<file path="config.mk">
export PLATFORM = sky130hd
export DESIGN_NAME = uart_tx_mmio
export DESIGN_NICKNAME = d
export VERILOG_FILES = /design/src/rtl/uart_tx_mmio.sv
export SDC_FILE = /design/constraint.sdc
export NUM_CORES = 1
export LEC_CHECK = 0
export CAP_MARGIN = 10
export CORE_MARGIN = 2
export CORE_UTILIZATION = 35
export CTS_BUF_LIST = sky130_fd_sc_hd__clkbuf_8
export DETAILED_ROUTE_END_ITERATION = 12
export GPL_ROUTABILITY_DRIVEN = 0
export PLACE_DENSITY_LB_ADDON = 0.08
export SETUP_SLACK_MARGIN = 0.05
export SLEW_MARGIN = 5
export SYNTH_ARGS = -nofsm -noshare
export SYNTH_HDL_FRONTEND = slang
export SYNTH_SLANG_ARGS = --single-unit
</file>
<file path="constraint.sdc">
create_clock -name clk -period 3.7 [get_ports clk]
set_input_delay 0.37 -clock clk [delete_from_list [all_inputs] [get_ports clk]]
set_output_delay 0.37 -clock clk [all_outputs]
set_load 0.01 [all_outputs]
</file>
<file path="src/rtl/uart_tx_mmio.sv">
// uart_tx_mmio: memory-mapped 8N1 UART transmitter with a small TX FIFO.
//
// The CPU pushes bytes through DATA (+0). A serialiser drains the FIFO LSB first,
// one BAUD_DIV-cycle slot per bit. STATUS (+1) and LEVEL (+2) are read back through
// a registered dout with one cycle of latency.
//
// Ports:
//   clk       system clock, rising edge
//   rst       asynchronous active-low reset
//   addr      MMIO address
//   din       write data
//   write_en  write strobe, already qualified by chip select
//   dout      registered read data (valid the cycle after addr)
//   tx        serial output, idle high
//   busy      frame in flight or FIFO non-empty
//
// State table:
//   S_IDLE  | line idle (tx=1), waiting for a byte in the FIFO
//   S_START | start bit (tx=0) for BAUD_DIV cycles
//   S_DATA  | data bits 0..7, LSB first, BAUD_DIV cycles each
//   S_STOP  | stop bit (tx=1); chains straight into the next frame if data is queued
module uart_tx_mmio #(
  parameter logic [7:0] BASE_ADDR  = 8'h12,
  parameter int         data_width = 8,
  parameter int         BAUD_DIV   = 104,
  parameter int         FIFO_AW    = 2
) (
  input  logic                  clk,
  input  logic                  rst,
  input  logic [7:0]            addr,
  input  logic [data_width-1:0] din,
  input  logic                  write_en,
  output logic [data_width-1:0] dout,
  output logic                  tx,
  output logic                  busy
);

  localparam logic [1:0] S_IDLE  = 2'd0;
  localparam logic [1:0] S_START = 2'd1;
  localparam logic [1:0] S_DATA  = 2'd2;
  localparam logic [1:0] S_STOP  = 2'd3;

  localparam int                 DEPTH       = 1 << FIFO_AW;
  localparam logic [FIFO_AW:0]   CNT_FULL    = (FIFO_AW+1)'(DEPTH);
  localparam logic [FIFO_AW:0]   CNT_ONE     = (FIFO_AW+1)'(1);
  localparam logic [FIFO_AW-1:0] PTR_ONE     = FIFO_AW'(1);
  localparam logic [15:0]        BAUD_LOAD   = 16'(BAUD_DIV - 1);
  localparam logic [7:0]         ADDR_DATA   = BASE_ADDR;
  localparam logic [7:0]         ADDR_STATUS = BASE_ADDR + 8'd1;
  localparam logic [7:0]         ADDR_LEVEL  = BASE_ADDR + 8'd2;

  logic [1:0]           state, state_nxt;
  logic [15:0]          baud_cnt, baud_nxt;
  logic [2:0]           bit_cnt, bit_nxt;
  logic [7:0]           shift, shift_nxt;
  logic                 tx_nxt;

  logic [7:0]           mem [DEPTH];
  logic [FIFO_AW-1:0]   wr_ptr, rd_ptr;
  logic [FIFO_AW:0]     count, count_nxt;
  logic                 overflow;

  logic                 empty, full, push_req, push_ok, pop, baud_done;
  logic [data_width-1:0] rd_data;

  assign empty     = (count == '0);
  assign full      = (count == CNT_FULL);
  assign baud_done = (baud_cnt == 16'd0);
  assign push_req  = write_en && (addr == ADDR_DATA);
  // The FSM only ever pops in IDLE or at the end of a stop bit.
  assign pop       = !empty && ((state == S_IDLE) || ((state == S_STOP) && baud_done));
  // A pop in the same cycle frees a slot, so a full FIFO can still accept.
  assign push_ok   = push_req && (!full || pop);

  always_comb begin
    count_nxt = count;
    if (push_ok && !pop)
      count_nxt = count + CNT_ONE;
    else if (pop && !push_ok)
      count_nxt = count - CNT_ONE;
  end

  always_comb begin
    state_nxt = state;
    tx_nxt    = tx;
    baud_nxt  = baud_cnt;
    bit_nxt   = bit_cnt;
    shift_nxt = shift;
    case (state)
      S_IDLE: begin
        if (!empty) begin
          state_nxt = S_START;
          tx_nxt    = 1'b0;
          baud_nxt  = BAUD_LOAD;
          shift_nxt = mem[rd_ptr];
        end
      end
      S_START: begin
        if (baud_done) begin
          state_nxt = S_DATA;
          tx_nxt    = shift[0];
          baud_nxt  = BAUD_LOAD;
          bit_nxt   = 3'd0;
        end else begin
          baud_nxt = baud_cnt - 16'd1;
        end
      end
      S_DATA: begin
        if (baud_done) begin
          baud_nxt = BAUD_LOAD;
          if (bit_cnt == 3'd7) begin
            state_nxt = S_STOP;
            tx_nxt    = 1'b1;
          end else begin
            shift_nxt = {1'b0, shift[7:1]};
            tx_nxt    = shift[1];
            bit_nxt   = bit_cnt + 3'd1;
          end
        end else begin
          baud_nxt = baud_cnt - 16'd1;
        end
      end
      default: begin
        if (baud_done) begin
          if (!empty) begin
            state_nxt = S_START;
            tx_nxt    = 1'b0;
            baud_nxt  = BAUD_LOAD;
            shift_nxt = mem[rd_ptr];
          end else begin
            state_nxt = S_IDLE;
          end
        end else begin
          baud_nxt = baud_cnt - 16'd1;
        end
      end
    endcase
  end

  always_ff @(posedge clk or negedge rst) begin
    if (!rst) begin
      state    <= S_IDLE;
      tx       <= 1'b1;
      busy     <= 1'b0;
      baud_cnt <= 16'd0;
      bit_cnt  <= 3'd0;
      shift    <= 8'd0;
    end else begin
      state    <= state_nxt;
      tx       <= tx_nxt;
      busy     <= (state_nxt != S_IDLE) || (count_nxt != '0);
      baud_cnt <= baud_nxt;
      bit_cnt  <= bit_nxt;
      shift    <= shift_nxt;
    end
  end

  always_ff @(posedge clk or negedge rst) begin
    if (!rst) begin
      wr_ptr   <= '0;
      rd_ptr   <= '0;
      count    <= '0;
      overflow <= 1'b0;
    end else begin
      count <= count_nxt;
      if (push_ok)
        wr_ptr <= wr_ptr + PTR_ONE;
      if (pop)
        rd_ptr <= rd_ptr + PTR_ONE;
      // A dropped push in the same cycle as a STATUS write leaves overflow set.
      if (push_req && !push_ok)
        overflow <= 1'b1;
      else if (write_en && (addr == ADDR_STATUS))
        overflow <= 1'b0;
    end
  end

  always_ff @(posedge clk) begin
    if (push_ok)
      mem[wr_ptr] <= din;
  end

  always_comb begin
    rd_data = '0;
    case (addr)
      ADDR_STATUS: rd_data = {4'b0, overflow, empty, full, busy};
      ADDR_LEVEL:  rd_data = {{(data_width-FIFO_AW-1){1'b0}}, count};
      default:     rd_data = '0;
    endcase
  end

  always_ff @(posedge clk or negedge rst) begin
    if (!rst)
      dout <= '0;
    else
      dout <= rd_data;
  end

endmodule

</file>
==> impl_metrics.toml, run 1 <==
[pwr]
ir_drop_mv = 0.1911
leakagePower_uw = 0.001715
p_per_area_nw_per_um2 = 374.6

[floorplanning]
num_rows = 38
die_w_um = 109.2
core_area_um2 = 10840
io_pins = 29
initial_utilization_pct = 35.73
die_y_um = 109.2
die_area_um2 = 11930

[route]
wire_per_inst_um = 16.50
dr_total_vias = 2663
detail-route-antenna-nets = 0
drt-total-wl_mm = 8.284
drc = 0
viasPerCell = 5.305
first_pass_iters = 4
drt_iter0_drc = 115

[cells_and_area]
num_antenna_cells = 0
multi_input_area_um2 = 1703
seq_area_um2 = 2038
nets = 391
final_common_cell = "dfrtp_1"
fill_cells = 1074
syn_to_final_growth_pct = 15.18
stdcell_count = 502
drive_gt1_share_pct = 16.02
layout_common_cells = "dfrtp_1 (42), edfxtp_1 (32), o21ai_0 (25), nor2_1 (24), clkdlybuf4s50_1 (23)"

[cts]
clk_pin_slew_ns = 0.10
cts.sinks = 75
clockRootBuffer = "clkbuf_8"
hold_buffers = 0
htreeDepth = 3
cts_buffers = 9
cts_buffer_depth = 2
insertion_delay_ns = 0.36
post_cts_buffers = 0
cts_tree = "built"
post_cts_resized = 0

[sta]
rsz0062_at_grt = "no"
finalSetupTns_ns = 0
worst_slew_pin_slew_ns = 1.009
period_needed_ns = 3.061
setup_viol_count_final = 0
hold_viol = 0
fin_skew_ns = 0.01712
relSlewSlack_pct = 32.71
slew_violations = 0
fin_crit_sh_pct = 82.73
fmax_mhz = 326.7

[yosys]
synth_edf_count = 32
seq_area_frac_synth_pct = 52.62
syn_area_per_cell_um2 = 11.77
ys_dominant_reg_cell = "dfrtp_1"
synthCells = 329
synth_area_um2 = 3874
yosys_warnings = 0
synth_cell_types = 63
synth-seq-cells = 75
async_reset_ff_share_pct = 57.33

[critical_path]
end_kind = "flip-flop"
worstSetupStartpoint = "baud_cnt[0]$_DFF_PN0_"
cp-endpoint = "mem[1][2]$_DFFE_PP_"
reg2reg_from = "baud_cnt[0]$_DFF_PN0_"
worstPathRequired_ns = 3.72
worstSetupPathType = "reg2reg"
worstReg2RegEnd = "mem[1][2]$_DFFE_PP_"
worstPathMaxFanout = 8
r2r_cells = 8
critPathLaunchType = "flip-flop"
r2r_setup_slack_ns = 0.64
arrival_ns = 3.08

[job]
drv_cap = 0

[place]
place_hpwl_mm = 5.850
placedCellCount = 486
port_buffers = 24

[global_route]
grt.overflow.total = 0
antenna_found_initial = 0
grt_max_degree = 44
grt_pass1_vias = 2561
track_usage_pct = 15.21
grt_pass1_wl_mm = 13.75

[status]
outcome = "finished clean"

[worst_hold_path]
hp-class = "in2async"
## metal layers
| metal | part of all wire [%] | GRT usage, % | routed length (um) |
|---|---|---|---|
| met5 | 0 | 0 | 0 |
| met4 | 0.66 | 3.797 | 55 |
| met3 | 3.4 | 3.825 | 279 |
| met2 | 47 | 23.60 | 3887 |
| met1 | 49 | 21.38 | 4062 |
## state kept, by name, indices dropped and copies added (netlist names), 3 cells and up
register and count:
mem 32, count 3, baud_cnt 16, bit_cnt 3
shift 8, dout 4
## Yosys cell counts, types with 3 or more instances
library cell	instances	share of area (%)
dfrtp_1	42	27
edfxtp_1	32	25
o21ai_0	25	3.2
nor2_1	24	2.3
nand2_1	19	1.8
ha_1	15	4.8
inv_1	14	1.4
mux2_2	13	3.8
a21oi_1	12	1.6
nor3_1	12	1.6
clkbuf_1	8	0.78
mux4_2	8	4.7
and2_1	6	0.97
a22o_1	5	1.1
a31oi_1	4	0.65
buf_4	4	0.78
nand3_1	4	0.52
nor3b_1	4	0.78
nor4_1	4	0.65
o31ai_1	4	0.78
a211o_1	3	0.68
and3_1	3	0.48
buf_2	3	0.39
nand2b_1	3	0.48
o21ai_1	3	0.39
xnor2_1	3	0.68
## through the flow
| stage | hold slack (ns) | cell area (um2) | power [uW] | utilization [%] | worst slack, ns |
|---|---|---|---|---|---|
| finish | 0.1726 | 4462 | 1671 | 41.16 | 0.6391 |
| global route | 0.2448 | 4462 | 1751 | 41.16 | 0.3995 |
| CTS | 0.2029 | 4462 | 1694 | 41.16 | 0.6263 |
| detailed placement | 0.4742 | 4257 | 1041 | 39.27 | 0.6545 |
| global placement | 0.4680 | 4257 | 1044 | 39.27 | 0.7006 |
| floorplan | 0.07441 | 3885 | 970.4 | - | 1.077 |
## area by class of cell
type	count	share of cell area (%)
Sequential cell	75	45.68
Clock inverter	7	1.823
Timing Repair Buffer	31	6.450
Inverter	14	1.178
Tap cell	140	3.926
Multi-Input combinational cell	226	38.17
Clock buffer	9	2.776
## critical path, stage by stage, from the launching register on
cell,delay (ns)
dfrtp_1,0.43
inv_1,0.07
ha_1,0.19
or3b_2,0.52
nor4_1,0.20
buf_4,0.18
a31oi_1,0.14
a31oi_1,0.53
and2_1,0.46
## worst min-delay path by stage
stage                            endpoint            startpoint  cells after the start  slack (ns)
finish                  dout[1]$_DFF_PN0_                   rst                      1        0.17
global route            dout[1]$_DFF_PN0_                   rst                      1        0.24
CTS                     dout[1]$_DFF_PN0_                   rst                      1        0.20
detailed placement   shift[7]$_DFFE_PN0P_  shift[7]$_DFFE_PN0P_                      1        0.47
global placement     shift[7]$_DFFE_PN0P_  shift[7]$_DFFE_PN0P_                      1        0.47
floorplan           baud_cnt[0]$_DFF_PN0_                   rst                      0        0.07
## report_power, final
part	internal (uW)	switching [uW]
Clock	270	377
Sequential	875	10.3
Combinational	54.7	84.1
Total	1200	471
## cell families after synthesis
kind of cell             Yosys count  synth area share, %
AND/OR/NAND/NOR                   99                14.12
AO/OA/AOI/OAI                     78                13.95
flip-flops                        75                52.62
buffers and inverters             31                3.714
multiplexers                      24                9.270
adder cells (fa/ha/maj)           16                5.103
XOR/XNOR                           5                1.131
other                              1              0.09681
Note: power is estimated with default switching activity, not from simulation.
==> inputs of run 2 (changes only) <==
==> constraint.sdc (replaced) <==
create_clock -name clk -period 3.09 [get_ports clk]
set_input_delay 0.309 -clock clk [delete_from_list [all_inputs] [get_ports clk]]
set_output_delay 0.309 -clock clk [all_outputs]
set_load 0.01 [all_outputs]
==> run 2 against run 1 <==
- worst setup slack worse by 0.44 ns
- critical path depth stayed put
- register-to-register slack worse by 0.44 ns
- critical path type unchanged
==> impl_metrics.toml, run 2 (synthesized netlist as in run 1, its figures left out) <==
[status]
outcome = "finished clean"

[cts]
cts_buffers = 9
clk_pin_slew_ns = 0.08
htreeDepth = 3
insertion_delay_ns = 0.35
cts.sinks = 75
hold_buffers = 0
cts_buffer_depth = 2
post_cts_buffers = 0
clockRootBuffer = "clkbuf_8"
post_cts_resized = 0
cts_tree = "built"

[route]
drt-total-wl_mm = 8.115
top_layer = "met4"
first_pass_iters = 4
dr_total_vias = 2646
drc = 0
wire_per_inst_um = 15.97
detail-route-antenna-nets = 0
drt_iter0_drc = 130
wl_met3_um = 238
met2_length_mm = 3.752
wl_met1_mm = 4.010
viasPerCell = 5.209

[place]
port_buffers = 24
placed_area_um2 = 4309
place_hpwl_mm = 5.933

[critical_path]
cp.depth = 8
critPathLaunchType = "flip-flop"
slowest_stage = "or3b_2"
end_kind = "flip-flop"
r2r_cells = 8
worst_path_largest_cell_delay_ns = 0.52
reg2reg_from = "baud_cnt[0]$_DFF_PN0_"
worstPathMaxFanout = 8
worstSetupPathType = "reg2reg"
path_buf_inv = 2
worstPathRequired_ns = 3.11
timing.critical_path.mode_cell = "a31oi_1"
arrival_ns = 2.91
worstSetupStartpoint = "baud_cnt[0]$_DFF_PN0_"
worstReg2RegEnd = "mem[1][5]$_DFFE_PP_"
r2r_setup_slack_ns = 0.20
crit_path_cell_trace = "inv_1, ha_1, or3b_2, nor4_1, buf_4, a31oi_1, a31oi_1, and2_1"
cp-endpoint = "mem[1][5]$_DFFE_PP_"
cp_top_family = "simple AND/OR/NAND/NOR gates"

[pwr]
total_power_uw = 1996
ir_drop_mv = 0.2878
pwr-share-clk_pct = 38.6
p_per_area_nw_per_um2 = 442.6
seq_power_share_pct = 53.2
sw_frac_of_total_pct = 25.23
combPwrFrac_pct = 8.3
p_sw_uw = 503.7
leakagePower_uw = 0.001747
intPower_uw = 1493

[cells_and_area]
num_antenna_cells = 0
nets = 398
top_regs = "mem: 32 flops, baud_cnt: 16 flops, shift: 8 flops"
layout_common_cells = "dfrtp_1 (42), edfxtp_1 (32), o21ai_0 (25), nor2_1 (24), clkdlybuf4s50_1 (23)"
final_common_cell = "dfrtp_1"
final_area_um2 = 4511
top_register = "mem"
syn_to_final_growth_pct = 16.44
largest_register_ffs = 32
fill_cells = 1027
drive_gt1_share_pct = 17.93

[global_route]
track_usage_pct = 15.20
grt_pass1_vias = 2702
grt.overflow.total = 0
grt_pass1_wl_mm = 13.74
grt_max_degree = 44
antenna_found_initial = 0

[sta]
setup_viol_count_final = 0
rsz0062_at_grt = "no"
fin_skew_ns = 0.006401
hold_viol = 0
finalSetupTns_ns = 0
worst_slew_pin_slew_ns = 1.020
fin_crit_sh_pct = 93.46
fmax_mhz = 346.3
relSlewSlack_pct = 31.98
slew_violations = 0
period_needed_ns = 2.888

[floorplanning]
initial_utilization_pct = 35.73
die_w_um = 109.2
die_y_um = 109.2
io_pins = 29
die_area_um2 = 11930
num_rows = 38
core_area_um2 = 10840

[job]
drv_cap = 0

[worst_hold_path]
hp-class = "in2async"
==> run 2: cell count changes in the layout (fill, tap and decap cells not counted), moves of 2 or more <==
cell	delta
buf_4	+7
clkinv_8	-2
and2_1	-2
and2_2	+2
==> run 2: area by class of cell <==
cell class              count  area (um2)  area share [%]
multi-input cells         226        1705           37.81
repair buffers             38       340.3           7.545
clock buffers               9       123.9           2.746
clock inverters             6       75.07           1.664
flip-flops and latches     75        2038           45.19
well taps                 140       175.2           3.883
inverters                  14       52.55           1.165
==> run 2: how the worst min path moves through the flow <==
stage                     slack (ns)               endpoint            startpoint
after floorplan                 0.01  baud_cnt[0]$_DFF_PN0_                   rst
after global placement          0.47   shift[7]$_DFFE_PN0P_  shift[7]$_DFFE_PN0P_
after detailed placement        0.47   shift[7]$_DFFE_PN0P_  shift[7]$_DFFE_PN0P_
after CTS                       0.16      dout[0]$_DFF_PN0_                   rst
after global routing            0.21      dout[2]$_DFF_PN0_                   rst
final                           0.13  baud_cnt[6]$_DFF_PN0_                   rst
==> run 2: worst register-to-register path, stage by stage (launching register included) <==
cell	delay, ns
dfrtp_1	0.42
inv_1	0.07
ha_1	0.19
or3b_2	0.52
nor4_1	0.20
buf_4	0.17
a31oi_1	0.14
a31oi_1	0.41
and2_1	0.42
==> run 2: power groups by stage <==
stage	clock (uW)	combinational [uW]	sequential, uW
after detailed placement	0	167	1080
after global routing	843	187	1060
after CTS	802	167	1060
after global placement	0	167	1080
after floorplan	0	83.9	1080
final	770	165	1060
==> run 2: metal layers <==
| layer | vias up | GRT usage (%) |
|---|---|---|
| met4 | 0 | 6.058 |
| li1 | 1297 | - |
| met2 | 34 | 23.47 |
| met5 | - | 0 |
| met3 | 9 | 3.048 |
| met1 | 1306 | 20.97 |
==> run 2: stage by stage <==
step	util (%)	hold WS [ns]	instances	setup WS, ns
global route	41.61	0.2090	508	0.05330
floorplan	-	0.01341	332	0.4668
finish	41.61	0.1283	508	0.2022
global placement	39.75	0.4676	493	0.2523
CTS	41.59	0.1598	508	0.1871
detailed placement	39.75	0.4708	493	0.2234
==> inputs of run 3 (changes only) <==
--- a/config.mk
+++ b/config.mk
@@ -6,7 +6,9 @@
 export NUM_CORES = 1
 export LEC_CHECK = 0
 export CAP_MARGIN = 10
-export CORE_MARGIN = 2
+export CELL_PAD_IN_SITES_DETAIL_PLACEMENT = 0
+export CELL_PAD_IN_SITES_GLOBAL_PLACEMENT = 2
+export CORE_MARGIN = 10
 export CORE_UTILIZATION = 35
 export CTS_BUF_LIST = sky130_fd_sc_hd__clkbuf_8
 export DETAILED_ROUTE_END_ITERATION = 12
@@ -17,3 +19,4 @@
 export SYNTH_ARGS = -nofsm -noshare
 export SYNTH_HDL_FRONTEND = slang
 export SYNTH_SLANG_ARGS = --single-unit
+export TNS_END_PERCENT = 1
==> run 3 against run 2 <==
- non-clock buffer count did not move
- register-to-register slack improved by 0.13 ns
- worst hold slack got worse by 0.020 ns
- core utilization rose by 0.29 points
- die area rose by 31%
- critical path type unchanged
- via count fell by 0.30%
- total power rose by 3.7%
- global-route usage fell by 3.7 points
- critical path depth did not move
- largest cell class unchanged
==> impl_metrics.toml, run 3 (synthesized netlist as in run 1, its figures left out) <==
[status]
outcome = "finished clean"

[floorplanning]
die_area_um2 = 15680
io_pins = 29
num_rows = 38
core_area_um2 = 10840
initial_utilization_pct = 35.73
die_w_um = 125.2
die_y_um = 125.2

[critical_path]
arrival_ns = 2.83
worstPathMaxFanout = 8
reg2reg_from = "baud_cnt[0]$_DFF_PN0_"
worstReg2RegEnd = "mem[2][7]$_DFFE_PP_"
end_kind = "flip-flop"
critPathLaunchType = "flip-flop"
worstPathRequired_ns = 3.16
r2r_setup_slack_ns = 0.33
r2r_cells = 8
worstSetupPathType = "reg2reg"

[cells_and_area]
nets = 398
top_register = "mem"
final_common_cell = "dfrtp_1"
drive_gt1_share_pct = 18.97
top_regs = "mem: 32 flops, baud_cnt: 16 flops, shift: 8 flops"
seq_area_um2 = 2038
num_antenna_cells = 0
syn_to_final_growth_pct = 17.25
multi_input_area_um2 = 1717
largest_register_ffs = 32
layout_common_cells = "dfrtp_1 (42), edfxtp_1 (32), o21ai_0 (25), nor2_1 (24), clkdlybuf4s50_1 (23)"
fill_cells = 1056

[global_route]
grt_pass1_wl_mm = 14.71
grt_max_degree = 44
grt.overflow.total = 0
antenna_found_initial = 0
track_usage_pct = 11.50
grt_pass1_vias = 2677

[pwr]
ir_drop_mv = 0.2069
leakagePower_uw = 0.001764
sw_frac_of_total_pct = 27.06
seq_power_share_pct = 51.2
pwr-share-clk_pct = 40.5
p_per_area_nw_per_um2 = 455.9
combPwrFrac_pct = 8.3
intPower_uw = 1510
p_sw_uw = 560.3

[sta]
period_needed_ns = 2.762
fin_skew_ns = 0.01557
fmax_mhz = 362.0
fin_crit_sh_pct = 89.39
rsz0062_at_grt = "no"
worst_slew_pin_slew_ns = 1.035
setup_viol_count_final = 0
hold_viol = 0
relSlewSlack_pct = 30.98
slew_violations = 0
finalSetupTns_ns = 0
holdWs_ns = 0.1078

[job]
drv_cap = 0

[route]
drc = 0
detail-route-antenna-nets = 0
viasPerCell = 5.183
drt_iter0_drc = 203
drt-total-wl_mm = 8.827
dr_total_vias = 2638
first_pass_iters = 4
wire_per_inst_um = 17.34

[cts]
cts.sinks = 75
cts_tree = "built"
htreeDepth = 3
clockRootBuffer = "clkbuf_8"
clk_pin_slew_ns = 0.10
cts_buffer_depth = 2
hold_buffers = 0
post_cts_buffers = 0
cts_buffers = 9
insertion_delay_ns = 0.37

[place]
port_buffers = 24
place_hpwl_mm = 6.240

[worst_hold_path]
hp-class = "in2async"
run 3: worst max-delay path by stage:
stage / start / to / depth (start not counted)
2_1_floorplan: baud_cnt[0]$_DFF_PN0_ / mem[0][0]$_DFFE_PP_ / 7
3_3_place_gp: baud_cnt[0]$_DFF_PN0_ / mem[0][6]$_DFFE_PP_ / 8
3_5_place_dp: baud_cnt[0]$_DFF_PN0_ / mem[0][6]$_DFFE_PP_ / 8
4_1_cts: baud_cnt[0]$_DFF_PN0_ / mem[1][6]$_DFFE_PP_ / 8
5_1_grt: baud_cnt[0]$_DFF_PN0_ / mem[2][1]$_DFFE_PP_ / 8
6_report: baud_cnt[0]$_DFF_PN0_ / mem[2][7]$_DFFE_PP_ / 8
run 3: routing by layer:
metal  wire length (um)  track usage (%)  up-vias
met1               4764            17.73     1282
met5                  0                0        -
met4                108            3.862        0
met2               3553            14.32       54
li1                   -                -     1294
met3                401            3.633        8
run 3: timing repair:
| action | CTS | global route |
|---|---|---|
| endpoints found under the setup margin | 8 | 32 |
| pin swaps | 0 | 1 |
| gates resized for setup | 1 | 6 |
| hold endpoints to repair | 0 | 0 |
run 3: final cells by class:
cell class / instances / area share, %
clock buffers: 9 / 2.727
clock inverters: 7 / 2.094
inverters: 14 / 1.157
multi-input cells: 226 / 37.80
flip-flops and latches: 75 / 44.88
well taps: 140 / 3.857
repair buffers: 38 / 7.493
run 3: metrics by stage:
stage / std cells / instance area (um2) / total power, uW / utilization (%) / setup WS, ns
after floorplan: 332 / 3885 / 1162 / - / 0.4668
after global routing: 509 / 4542 / 2160 / 41.90 / 0.05309
after global placement: 493 / 4309 / 1258 / 39.75 / 0.1392
after detailed placement: 493 / 4309 / 1252 / 39.75 / 0.06748
final: 509 / 4542 / 2071 / 41.90 / 0.3279
after CTS: 509 / 4529 / 2095 / 41.78 / 0.09226
run 3: power by group through the flow:
stage               clock network [uW]  logic [uW]  registers [uW]
floorplan                            0        83.9            1080
global placement                     0         174            1080
detailed placement                   0         170            1080
CTS                                863         171            1060
global route                       907         191            1060
finish                             838         172            1060
run 3: critical path, stage by stage (launching register included):
cell and delay, ns:
dfrtp_1 0.43, inv_1 0.07, ha_1 0.19, or3b_2 0.53, nor4_1 0.22, buf_4 0.17, a31oi_1 0.16, a31oi_2 0.36
and2_2 0.32
